--- src/rtl/muldiv_sequencer.sv ---
// Iterative RV32M execute-stage unit: radix-2 shift-add multiply and restoring divide,
// stalling the pipeline until a one-cycle result strobe for writeback.
module muldiv_sequencer #(
    parameter int XLEN = 32
) (
    input  logic            clk,
    input  logic            rst,
    input  logic [31:0]     instruction_in,
    input  logic            in_valid,
    input  logic [XLEN-1:0] op_a,
    input  logic [XLEN-1:0] op_b,
    input  logic            flush,
    output logic            stall,
    output logic [XLEN-1:0] result,
    output logic            result_valid
);
    localparam int CW = $clog2(XLEN);

    typedef enum logic [1:0] {
        IDLE = 2'd0,
        BUSY = 2'd1,
        DONE = 2'd2
    } state_t;

    state_t            state_r;
    logic [CW-1:0]     count_r;
    logic [2:0]        funct3_r;
    logic              neg_r;
    logic              neg_rem_r;
    logic [XLEN-1:0]   opnd_r;
    logic [2*XLEN-1:0] prod_r;
    logic [XLEN-1:0]   result_r;

    logic [2:0]        funct3_s;
    logic              is_m_s;
    logic              start_s;
    logic              a_signed_s;
    logic              b_signed_s;
    logic              a_neg_s;
    logic              b_neg_s;
    logic [XLEN-1:0]   abs_a_s;
    logic [XLEN-1:0]   abs_b_s;
    logic              div_zero_s;
    logic              div_ovf_s;
    logic [XLEN:0]     add_s;
    logic [XLEN:0]     shl_s;
    logic [XLEN+1:0]   diff_s;
    logic [2*XLEN-1:0] mul_next_s;
    logic [2*XLEN-1:0] div_next_s;
    logic [2*XLEN-1:0] mul_full_s;
    logic [XLEN-1:0]   quo_s;
    logic [XLEN-1:0]   rem_s;
    logic [XLEN-1:0]   fixed_s;
    logic              unused_fields_s;

    assign funct3_s        = instruction_in[14:12];
    assign is_m_s          = (instruction_in[6:0] == 7'b0110011) && (instruction_in[31:25] == 7'b0000001);
    assign start_s         = in_valid && is_m_s && (state_r == IDLE) && !flush;
    assign unused_fields_s = &{1'b0, instruction_in[24:15], instruction_in[11:7], diff_s[XLEN]};

    // Operand signedness per funct3 and magnitudes for the unsigned datapath
    always_comb begin
        a_signed_s = 1'b0;
        b_signed_s = 1'b0;
        case (funct3_s)
            3'b000, 3'b001, 3'b100, 3'b110: begin
                a_signed_s = 1'b1;
                b_signed_s = 1'b1;
            end
            3'b010: begin
                a_signed_s = 1'b1;
                b_signed_s = 1'b0;
            end
            default: begin
                a_signed_s = 1'b0;
                b_signed_s = 1'b0;
            end
        endcase
        a_neg_s    = a_signed_s && op_a[XLEN-1];
        b_neg_s    = b_signed_s && op_b[XLEN-1];
        abs_a_s    = a_neg_s ? (~op_a + {{(XLEN-1){1'b0}}, 1'b1}) : op_a;
        abs_b_s    = b_neg_s ? (~op_b + {{(XLEN-1){1'b0}}, 1'b1}) : op_b;
        div_zero_s = funct3_s[2] && (op_b == {XLEN{1'b0}});
        div_ovf_s  = funct3_s[2] && !funct3_s[0] && (op_a == {1'b1, {(XLEN-1){1'b0}}})
                     && (op_b == {XLEN{1'b1}});
    end

    // One iteration of each algorithm; the divider keeps {remainder, quotient} in prod_r
    always_comb begin
        add_s      = {1'b0, prod_r[2*XLEN-1:XLEN]} + (prod_r[0] ? {1'b0, opnd_r} : {(XLEN+1){1'b0}});
        mul_next_s = {add_s, prod_r[XLEN-1:1]};
        shl_s      = {prod_r[2*XLEN-1:XLEN], prod_r[XLEN-1]};
        diff_s     = {1'b0, shl_s} - {2'b00, opnd_r};
        if (diff_s[XLEN+1]) begin
            div_next_s = {shl_s[XLEN-1:0], prod_r[XLEN-2:0], 1'b0};
        end else begin
            div_next_s = {diff_s[XLEN-1:0], prod_r[XLEN-2:0], 1'b1};
        end
    end

    // Sign fixup and result selection from the latched operation
    always_comb begin
        mul_full_s = neg_r ? (~prod_r + {{(2*XLEN-1){1'b0}}, 1'b1}) : prod_r;
        quo_s      = neg_r ? (~prod_r[XLEN-1:0] + {{(XLEN-1){1'b0}}, 1'b1}) : prod_r[XLEN-1:0];
        rem_s      = neg_rem_r ? (~prod_r[2*XLEN-1:XLEN] + {{(XLEN-1){1'b0}}, 1'b1})
                               : prod_r[2*XLEN-1:XLEN];
        case (funct3_r)
            3'b000:                 fixed_s = mul_full_s[XLEN-1:0];
            3'b001, 3'b010, 3'b011: fixed_s = mul_full_s[2*XLEN-1:XLEN];
            3'b100, 3'b101:         fixed_s = quo_s;
            default:                fixed_s = rem_s;
        endcase
    end

    assign stall        = start_s || (state_r == BUSY);
    assign result_valid = (state_r == DONE) && !flush;
    assign result       = (state_r == DONE) ? fixed_s : result_r;

    // Sequencer FSM and iterative datapath
    always_ff @(posedge clk) begin
        if (!rst) begin
            state_r   <= IDLE;
            count_r   <= {CW{1'b0}};
            funct3_r  <= 3'b000;
            neg_r     <= 1'b0;
            neg_rem_r <= 1'b0;
            opnd_r    <= {XLEN{1'b0}};
            prod_r    <= {(2*XLEN){1'b0}};
        end else if (flush) begin
            state_r <= IDLE;
        end else begin
            case (state_r)
                IDLE: begin
                    if (start_s) begin
                        funct3_r <= funct3_s;
                        if (div_zero_s) begin
                            // Quotient all ones, remainder is the dividend unchanged
                            state_r   <= DONE;
                            neg_r     <= 1'b0;
                            neg_rem_r <= 1'b0;
                            prod_r    <= {op_a, {XLEN{1'b1}}};
                        end else if (div_ovf_s) begin
                            state_r   <= DONE;
                            neg_r     <= 1'b0;
                            neg_rem_r <= 1'b0;
                            prod_r    <= {{XLEN{1'b0}}, op_a};
                        end else begin
                            state_r   <= BUSY;
                            count_r   <= CW'(XLEN - 1);
                            neg_r     <= a_neg_s ^ b_neg_s;
                            neg_rem_r <= a_neg_s;
                            opnd_r    <= funct3_s[2] ? abs_b_s : abs_a_s;
                            prod_r    <= {{XLEN{1'b0}}, (funct3_s[2] ? abs_a_s : abs_b_s)};
                        end
                    end else begin
                        state_r <= IDLE;
                    end
                end
                BUSY: begin
                    prod_r <= funct3_r[2] ? div_next_s : mul_next_s;
                    if (count_r == {CW{1'b0}}) begin
                        state_r <= DONE;
                    end else begin
                        count_r <= count_r - {{(CW-1){1'b0}}, 1'b1};
                    end
                end
                DONE:    state_r <= IDLE;
                default: state_r <= IDLE;
            endcase
        end
    end

    // Hold the last presented result for consumers outside the strobe cycle
    always_ff @(posedge clk) begin
        if (!rst) begin
            result_r <= {XLEN{1'b0}};
        end else if (state_r == DONE) begin
            result_r <= fixed_s;
        end else begin
            result_r <= result_r;
        end
    end
endmodule
--- config.mk ---
export PLATFORM = sky130hd
export DESIGN_NAME = muldiv_sequencer
export DESIGN_NICKNAME = d
export VERILOG_FILES = /design/src/rtl/muldiv_sequencer.sv
export SDC_FILE = /design/constraint.sdc
export NUM_CORES = 1
export LEC_CHECK = 0
export ABC_AREA = 1
export CELL_PAD_IN_SITES_DETAIL_PLACEMENT = 1
export CELL_PAD_IN_SITES_GLOBAL_PLACEMENT = 2
export CORE_MARGIN = 5
export CORE_UTILIZATION = 33
export DETAILED_ROUTE_END_ITERATION = 6
export HOLD_SLACK_MARGIN = 0.08
export PLACE_DENSITY_LB_ADDON = 0.1
export SLEW_MARGIN = 30
export SYNTH_ARGS = -nofsm -noshare
export SYNTH_HDL_FRONTEND = slang
export SYNTH_SLANG_ARGS = --single-unit
--- constraint.sdc ---
create_clock -name clk -period 3.9 [get_ports clk]
set_input_delay 1.17 -clock clk [delete_from_list [all_inputs] [get_ports clk]]
set_output_delay 1.17 -clock clk [all_outputs]
set_load 0.03 [all_outputs]
# --- After elaboration in Yosys (flattened, before gate mapping) ---
# Index checks and enable logic that the tools add are counted.
# Widths: inputs -> output; s select.
totals:
  word_cells: 107
  ff_bits: 140
  output_inout_bits: 34
classes:
  n_bitwise: 10
  eq_ne: 20
  n_addsub: 8
  n_reduce_logical: 29
  mux: 32
op_table:
  columns: ["cell", "n"]
  rows:
  - ["$mux 64", 5]
  - ["$mux 32", 9]
  - ["$add 32x1->32 const B", 4]
  - ["$not 32->32", 4]
  - ["$pmux 64 s2", 1]
  - ["$pmux 32 s3", 1]
  - ["$add 64x1->64 const B", 1]
  - ["$eq 32x32->1 const B", 2]
  - ["$not 64->64", 1]
  - ["$sub 33x32->34", 1]
  - ["$add 32x32->33", 1]
  - ["$logic_not 32->1", 1]
  - ["$mux 5", 4]
  - ["$eq 3x3->1 const B", 4]
  - ["$logic_and 1x1->1", 11]
  - ["$pmux 5 s2", 1]
  - ["$eq 3x2->1 const B", 3]
  - ["$mux 2", 4]
  - ["$ne 2x2->1 const B", 4]
  - ["$eq 7x1->1 const B", 1]
  - ["$eq 7x6->1 const B", 1]
  - ["$eq 3x1->1 const B", 2]
  - ["$logic_not 3->1", 2]
  - ["$mux 1", 6]
  - ["other kinds (19)", 25]

# --- Depth between registers and ports, before layout ---
depth:
  word_depth: 10
  depth_mapped: 20
  ltp_nobuf: 18

# --- Least setup slack after synthesis ---
# No wires, ideal clock.
synth_timing:
  path_kind: "reg-to-output"
  start: "reg prod_r[0]"
  end: "out result[2]"
  required_ns: 2.730
  path_buffers: 1
  path_slack_ns: 0.674
  arrival_ns: 2.056
  stages_incl_launch_ff: 14
  path_cell_list: "dfxtp_1 buf_2 inv_2 ha_1 nand3_2 inv_2 nand2_2 nor2_4 nand3_1 nand2_2 nand2_1 a21oi_1 o21ai_1 a21oi_1"
synth_via:
  elab_chain_cells: 5
  elab_cells_between_ends: 8
synth_rtl:
  columns: ["element", "line_no", "text"]
  rows:
  - ["start: declaration", "31", "logic [2*XLEN-1:0] prod_r;"]
  - ["start signal: assignment", "128", "prod_r <= {(2*XLEN){1'b0}};"]
  - ["start signal: assignment", "141", "prod_r <= {op_a, {XLEN{1'b1}}};"]
  - ["start signal: assignment", "146", "prod_r <= {{XLEN{1'b0}}, op_a};"]
  - ["$not 64->64 / $not 32->32 (equally long branches)", "103, 104", null]
  - ["$add 64x1->64 / $add 32x1->32 (equally long branches)", "103, 104", null]
  - ["$mux 64 / $mux 32 (equally long branches)", "103, 104", null]
  - ["$pmux 32 s3 *", "107", "case (funct3_r)"]
  - ["$mux 32 *", null, null]
  - ["end: declaration", "14", "output logic [XLEN-1:0] result,"]
# Mark *: on every way between the ends. The rest lies on a longest branch, timed or not.

# --- Worst setup path in the final report ---
layout_timing:
  start: "reg prod_r[24]"
  end: "out result[17]"
layout_via:
  elab_chain_cells: 5
layout_rtl:
  columns: ["element", "line_no", "text"]
  rows:
  - ["$not 64->64", "103", "mul_full_s = neg_r ? (~prod_r + {{(2*XLEN-1){1'b0}}, 1'b1}) : prod_r;"]
  - ["$add 64x1->64", "103", null]
  - ["$mux 64", "103", null]
  - ["$pmux 32 s3", "107", null]
  - ["$mux 32", null, null]
# No other way between the ends.

==> summary.md <==
| Metric | Value |
|---|---|
| Row cnt | `between 80 and 90` |
| Share of the synthesized area in the top cell type | `roughly a fifth` |
| H-tree depth | `4` |
| Hold_sp | `result_r[26]$_SDFF_PN0_` |
| # fillers | `7724` |
| Core area | `roughly 55000 um2` |
| Post-synth top cells | `nand2_1 (991), inv_1 (457), nor2_1 (387)` |
| Clk slew on worst S/H paths | `70 ps` |
| Crit-path max FO | `5` |
| P_leak | `0.0122 uW` |
| WL per Instance | `approximately 24 um` |
| Largest vdd supply drop | `~0.00034 V` |
| Synth unique cells | `53` |
| Worst path required time | `approximately 2700 ps` |
| Vias | `between 20000 and 25000` |
| Placer Congestion | `between 1 and 1.5` |
| I/O Buffers | `118` |
| Ys flop type | `dfxtp_1` |
| Iter 0 DRT Violations | `2018` |
| RSZ-0062 raised after global routing | `true` |
| Final worst slack | `between 20 and 30 ps` |
| Nets | `a little under 4000` |
| Post-route clock period utilization | `about 99%` |
| Worst slew pin tran | `about 1000 ps` |
| Largest net degree at the start of global routing | `between 80 and 90` |
| Number of flops mapped to enable cells by yosys | `0` |
| TritonCTS clock tree | `done` |
| Post-CTS Hold Fix Bufs | `0` |
| All-Layer GR Usage | `about 34%` |
| Share of cells above drive strength 1 | `14.6%` |
| Antenna Cells | `0` |
| Clock root buffer | `clkbuf_16` |
| Crit path top cell by count | `nand2_1` |
| Power Dens Cells | `between 150 and 200 nW/um2` |
| Post-route minimum period | `~3900 ps` |
| Slew Viols, Final | `0` |
| Initial antenna violation count | `4` |
| Worst path cell trace | `buf_4 > inv_1 > nand4_1 > nor2_1 > nand2_1 > nor2_4 > nand2_2 > nand2_1 > nand2_1 > nand3_1 > nand3_1 > nand2_1 > nand2_1 > buf_6` |
| CP arrival | `around 2700 ps` |
| Area leader, netlist | `nand2_1` |
| CP Launch Type | `flip-flop` |
| Area contributors post-synth | `nand2_1 (20%), dfxtp_1 (15%), inv_1 (9.3%)` |
| Fin cells | `~4400` |
| Pwr Total | `~3700 uW` |
| Count leader, synth | `nand2_1` |
| Routed WL | `roughly 110000 um` |
| Place WS | `-38.1 ps` |
| First-pass GRT wire length | `approximately 150000 um` |
| Sequential fraction of the synthesis area | `15.2%` |
| Worst path slowest cell | `nor2_1` |
| Cell Area, Synth | `between 15000 and 20000 um2` |
| Clk buf depth | `2` |
| Pre-antenna DRT Iters | `5` |
| Post-synthesis net count | `3620` |
| Critical Path Start | `prod_r[24]$_SDFFE_PN0P_` |
| Post-Synthesis Cells | `approximately 3400` |
| Die Wd | `approximately 250 um` |
| Critical path's top delay family | `simple AND/OR/NAND/NOR gates` |
| CP Capture Type | `primary output` |
| TritonCTS buffer count | `17` |
| GRT overflow | `0` |
| Critical Path Max Stage Delay | `roughly 350 ps` |
| Register bit total from synthesis | `between 100 and 150` |
| Worst hold-check path type | `flip-flop to flip-flop` |
| Final Skew | `~13 ps` |
| Fin. Hold Viols | `0` |
| Initial cell density of the core | `33.4%` |
| Skew-Pair Late Insertion Delay | `~480 ps` |
| Die Y-Extent | `about 250 um` |
| Area delta synth->final | `24.9%` |
| Max-Cap Viols | `0` |
| Residual DRC count | `0` |
| DRT antenna net count | `0` |
| Slew margin rel. | `between 30% and 40%` |
| Dpl hpwl | `between 80000 and 90000 um` |
| Placed cell count | `~4400` |
| Worst reg2reg startpoint | `prod_r[0]$_SDFFE_PN0P_` |
| FFs w/ async S/R, synth | `0%` |
| Kind of critical path | `flip-flop to primary output` |
| Status | `completed` |
| Number of global-route vias before repair | `roughly 24000` |
| Final setup fails | `0` |
| Number of top-level pins | `between 100 and 150` |
| Vias/cell | `5.54` |
| Synthesis Warnings | `0` |
| Fmax | `roughly 260 MHz` |
| Full die area | `60700 um2` |
| Buf/Inv on CP | `3` |
| Clock sink count | `between 100 and 150` |
| Avg Inst Size Synth | `~5.3 um2` |
==> area by class of cell <==
| cell class | instances | area, um2 | area share (%) |
|---|---|---|---|
| well taps | 748 | 936 | 4.07 |
| inverters | 478 | 1810 | 7.86 |
| flip-flops and latches | 140 | 2820 | 12.2 |
| multi-input cells | 2700 | 13800 | 60.2 |
| clock buffers | 18 | 439 | 1.91 |
| clock inverters | 14 | 123 | 0.533 |
| repair buffers | 346 | 3040 | 13.2 |
==> per-layer routing <==
metal  routed length [um]  vias up  track usage (%)  part of all wire (%)
li1                     -    11613                -                     -
met1                47000    11939             45.7                    45
met2                47400      839             54.3                    45
met3                 5710      204             3.22                   5.4
met4                 5170        4             14.0                   4.9
met5                   27        -                0                 0.026
==> final timing paths <==
check | end | slack, ps | depth (start not counted)
worst min-delay path | result_r[26]$_SDFF_PN0_ | 480 | 2
worst min register to register | result_r[26]$_SDFF_PN0_ | 480 | 2
worst max register to register | prod_r[61]$_SDFFE_PN0P_ | 490 | 20
worst max-delay path | result[17] | 30 | 14
==> stage by stage <==
step / TNS (ps) / util, % / area [um2] / hold WS [ps]
after detailed placement: -73.4 / 39.3 / 21700 / 473
after floorplan: 0 / - / 18400 / 450
after global placement: 0 / 39.3 / 21700 / 459
after CTS: -14.4 / 40.6 / 22400 / 484
after global routing: -437 / 41.7 / 23000 / 503
final: 0 / 41.7 / 23000 / 479
==> logic make-up (layout without fill, tap and decap cells) <==
| group | count (synthesis) | count (layout) | synth area share [%] |
|---|---|---|---|
| simple gates | 1897 | 1897 | 44.1 |
| compound gates | 654 | 654 | 19.0 |
| xor+xnor | 75 | 75 | 3.57 |
| flops | 140 | 140 | 15.2 |
| mux | 1 | 1 | 0.0611 |
| buf+inv | 607 | 856 | 13.0 |
| fa+ha+maj | 73 | 73 | 5.04 |
==> worst register-to-register path, cell delays in order, from the launching register on <==
cell	delay (ps)
dfxtp_2	330
buf_4	380
nand2_1	110
inv_1	70
ha_1	340
fa_1	350
nand2_1	100
o21ai_0	290
buf_4	190
nand2_1	50
nand2_1	90
nand2_1	60
nand2_1	240
nand2_1	130
nand2_1	80
nand2_1	50
nand3_1	70
nand2_1	130
inv_1	100
nand2_1	50
a21oi_1	120
==> cell usage in the layout, fill, tap and decap left out, types with 6 or more instances in the layout <==
cell type / synthesis / routed
inv_2: 19 / 31
nor4_1: 8 / 7
dfxtp_2: 0 / 12
dfxtp_1: 140 / 128
nand2_1: 991 / 963
a21oi_2: 3 / 7
nor2_2: 10 / 40
or2_2: 13 / 13
o21bai_1: 19 / 19
nand3_2: 10 / 16
a21oi_1: 266 / 262
nand3b_1: 13 / 13
nand4_1: 57 / 57
xnor2_1: 10 / 10
nand3_1: 315 / 305
nor3_1: 53 / 48
clkdlybuf4s50_1: 0 / 82
o211ai_1: 25 / 25
buf_12: 0 / 18
xor2_1: 65 / 64
nor3_2: 3 / 6
nand2_2: 12 / 34
o21ai_0: 275 / 257
clkinvlp_4: 0 / 6
inv_1: 457 / 442
a31oi_1: 8 / 8
clkbuf_16: 0 / 17
buf_4: 5 / 237
o21ai_2: 1 / 8
ha_1: 71 / 69
nor2_1: 387 / 329
o21ai_1: 33 / 43
nor2_4: 12 / 40
nand2_4: 1 / 7
==> registers in the layout, indices dropped and copies added (netlist names) <==
register and count:
prod_r 64, opnd_r 32, result_r 32, count_r 5, funct3_r 3, state_r 2, neg_r 1, neg_rem_r 1
==> report_power, final <==
group	internal, uW	switching (uW)	total, uW
clock	852	816	1670
sequential	1430	0.0333	1430
combinational	219	409	628
total	2500	1220	3720
==> repair_timing <==
item,in CTS,in global routing
endpoints found under the setup margin,27,30
buffers inserted,1,18
gates resized for setup,63,152
pin swaps,6,37
No activity file was read; power rests on OpenSTA's default activity.
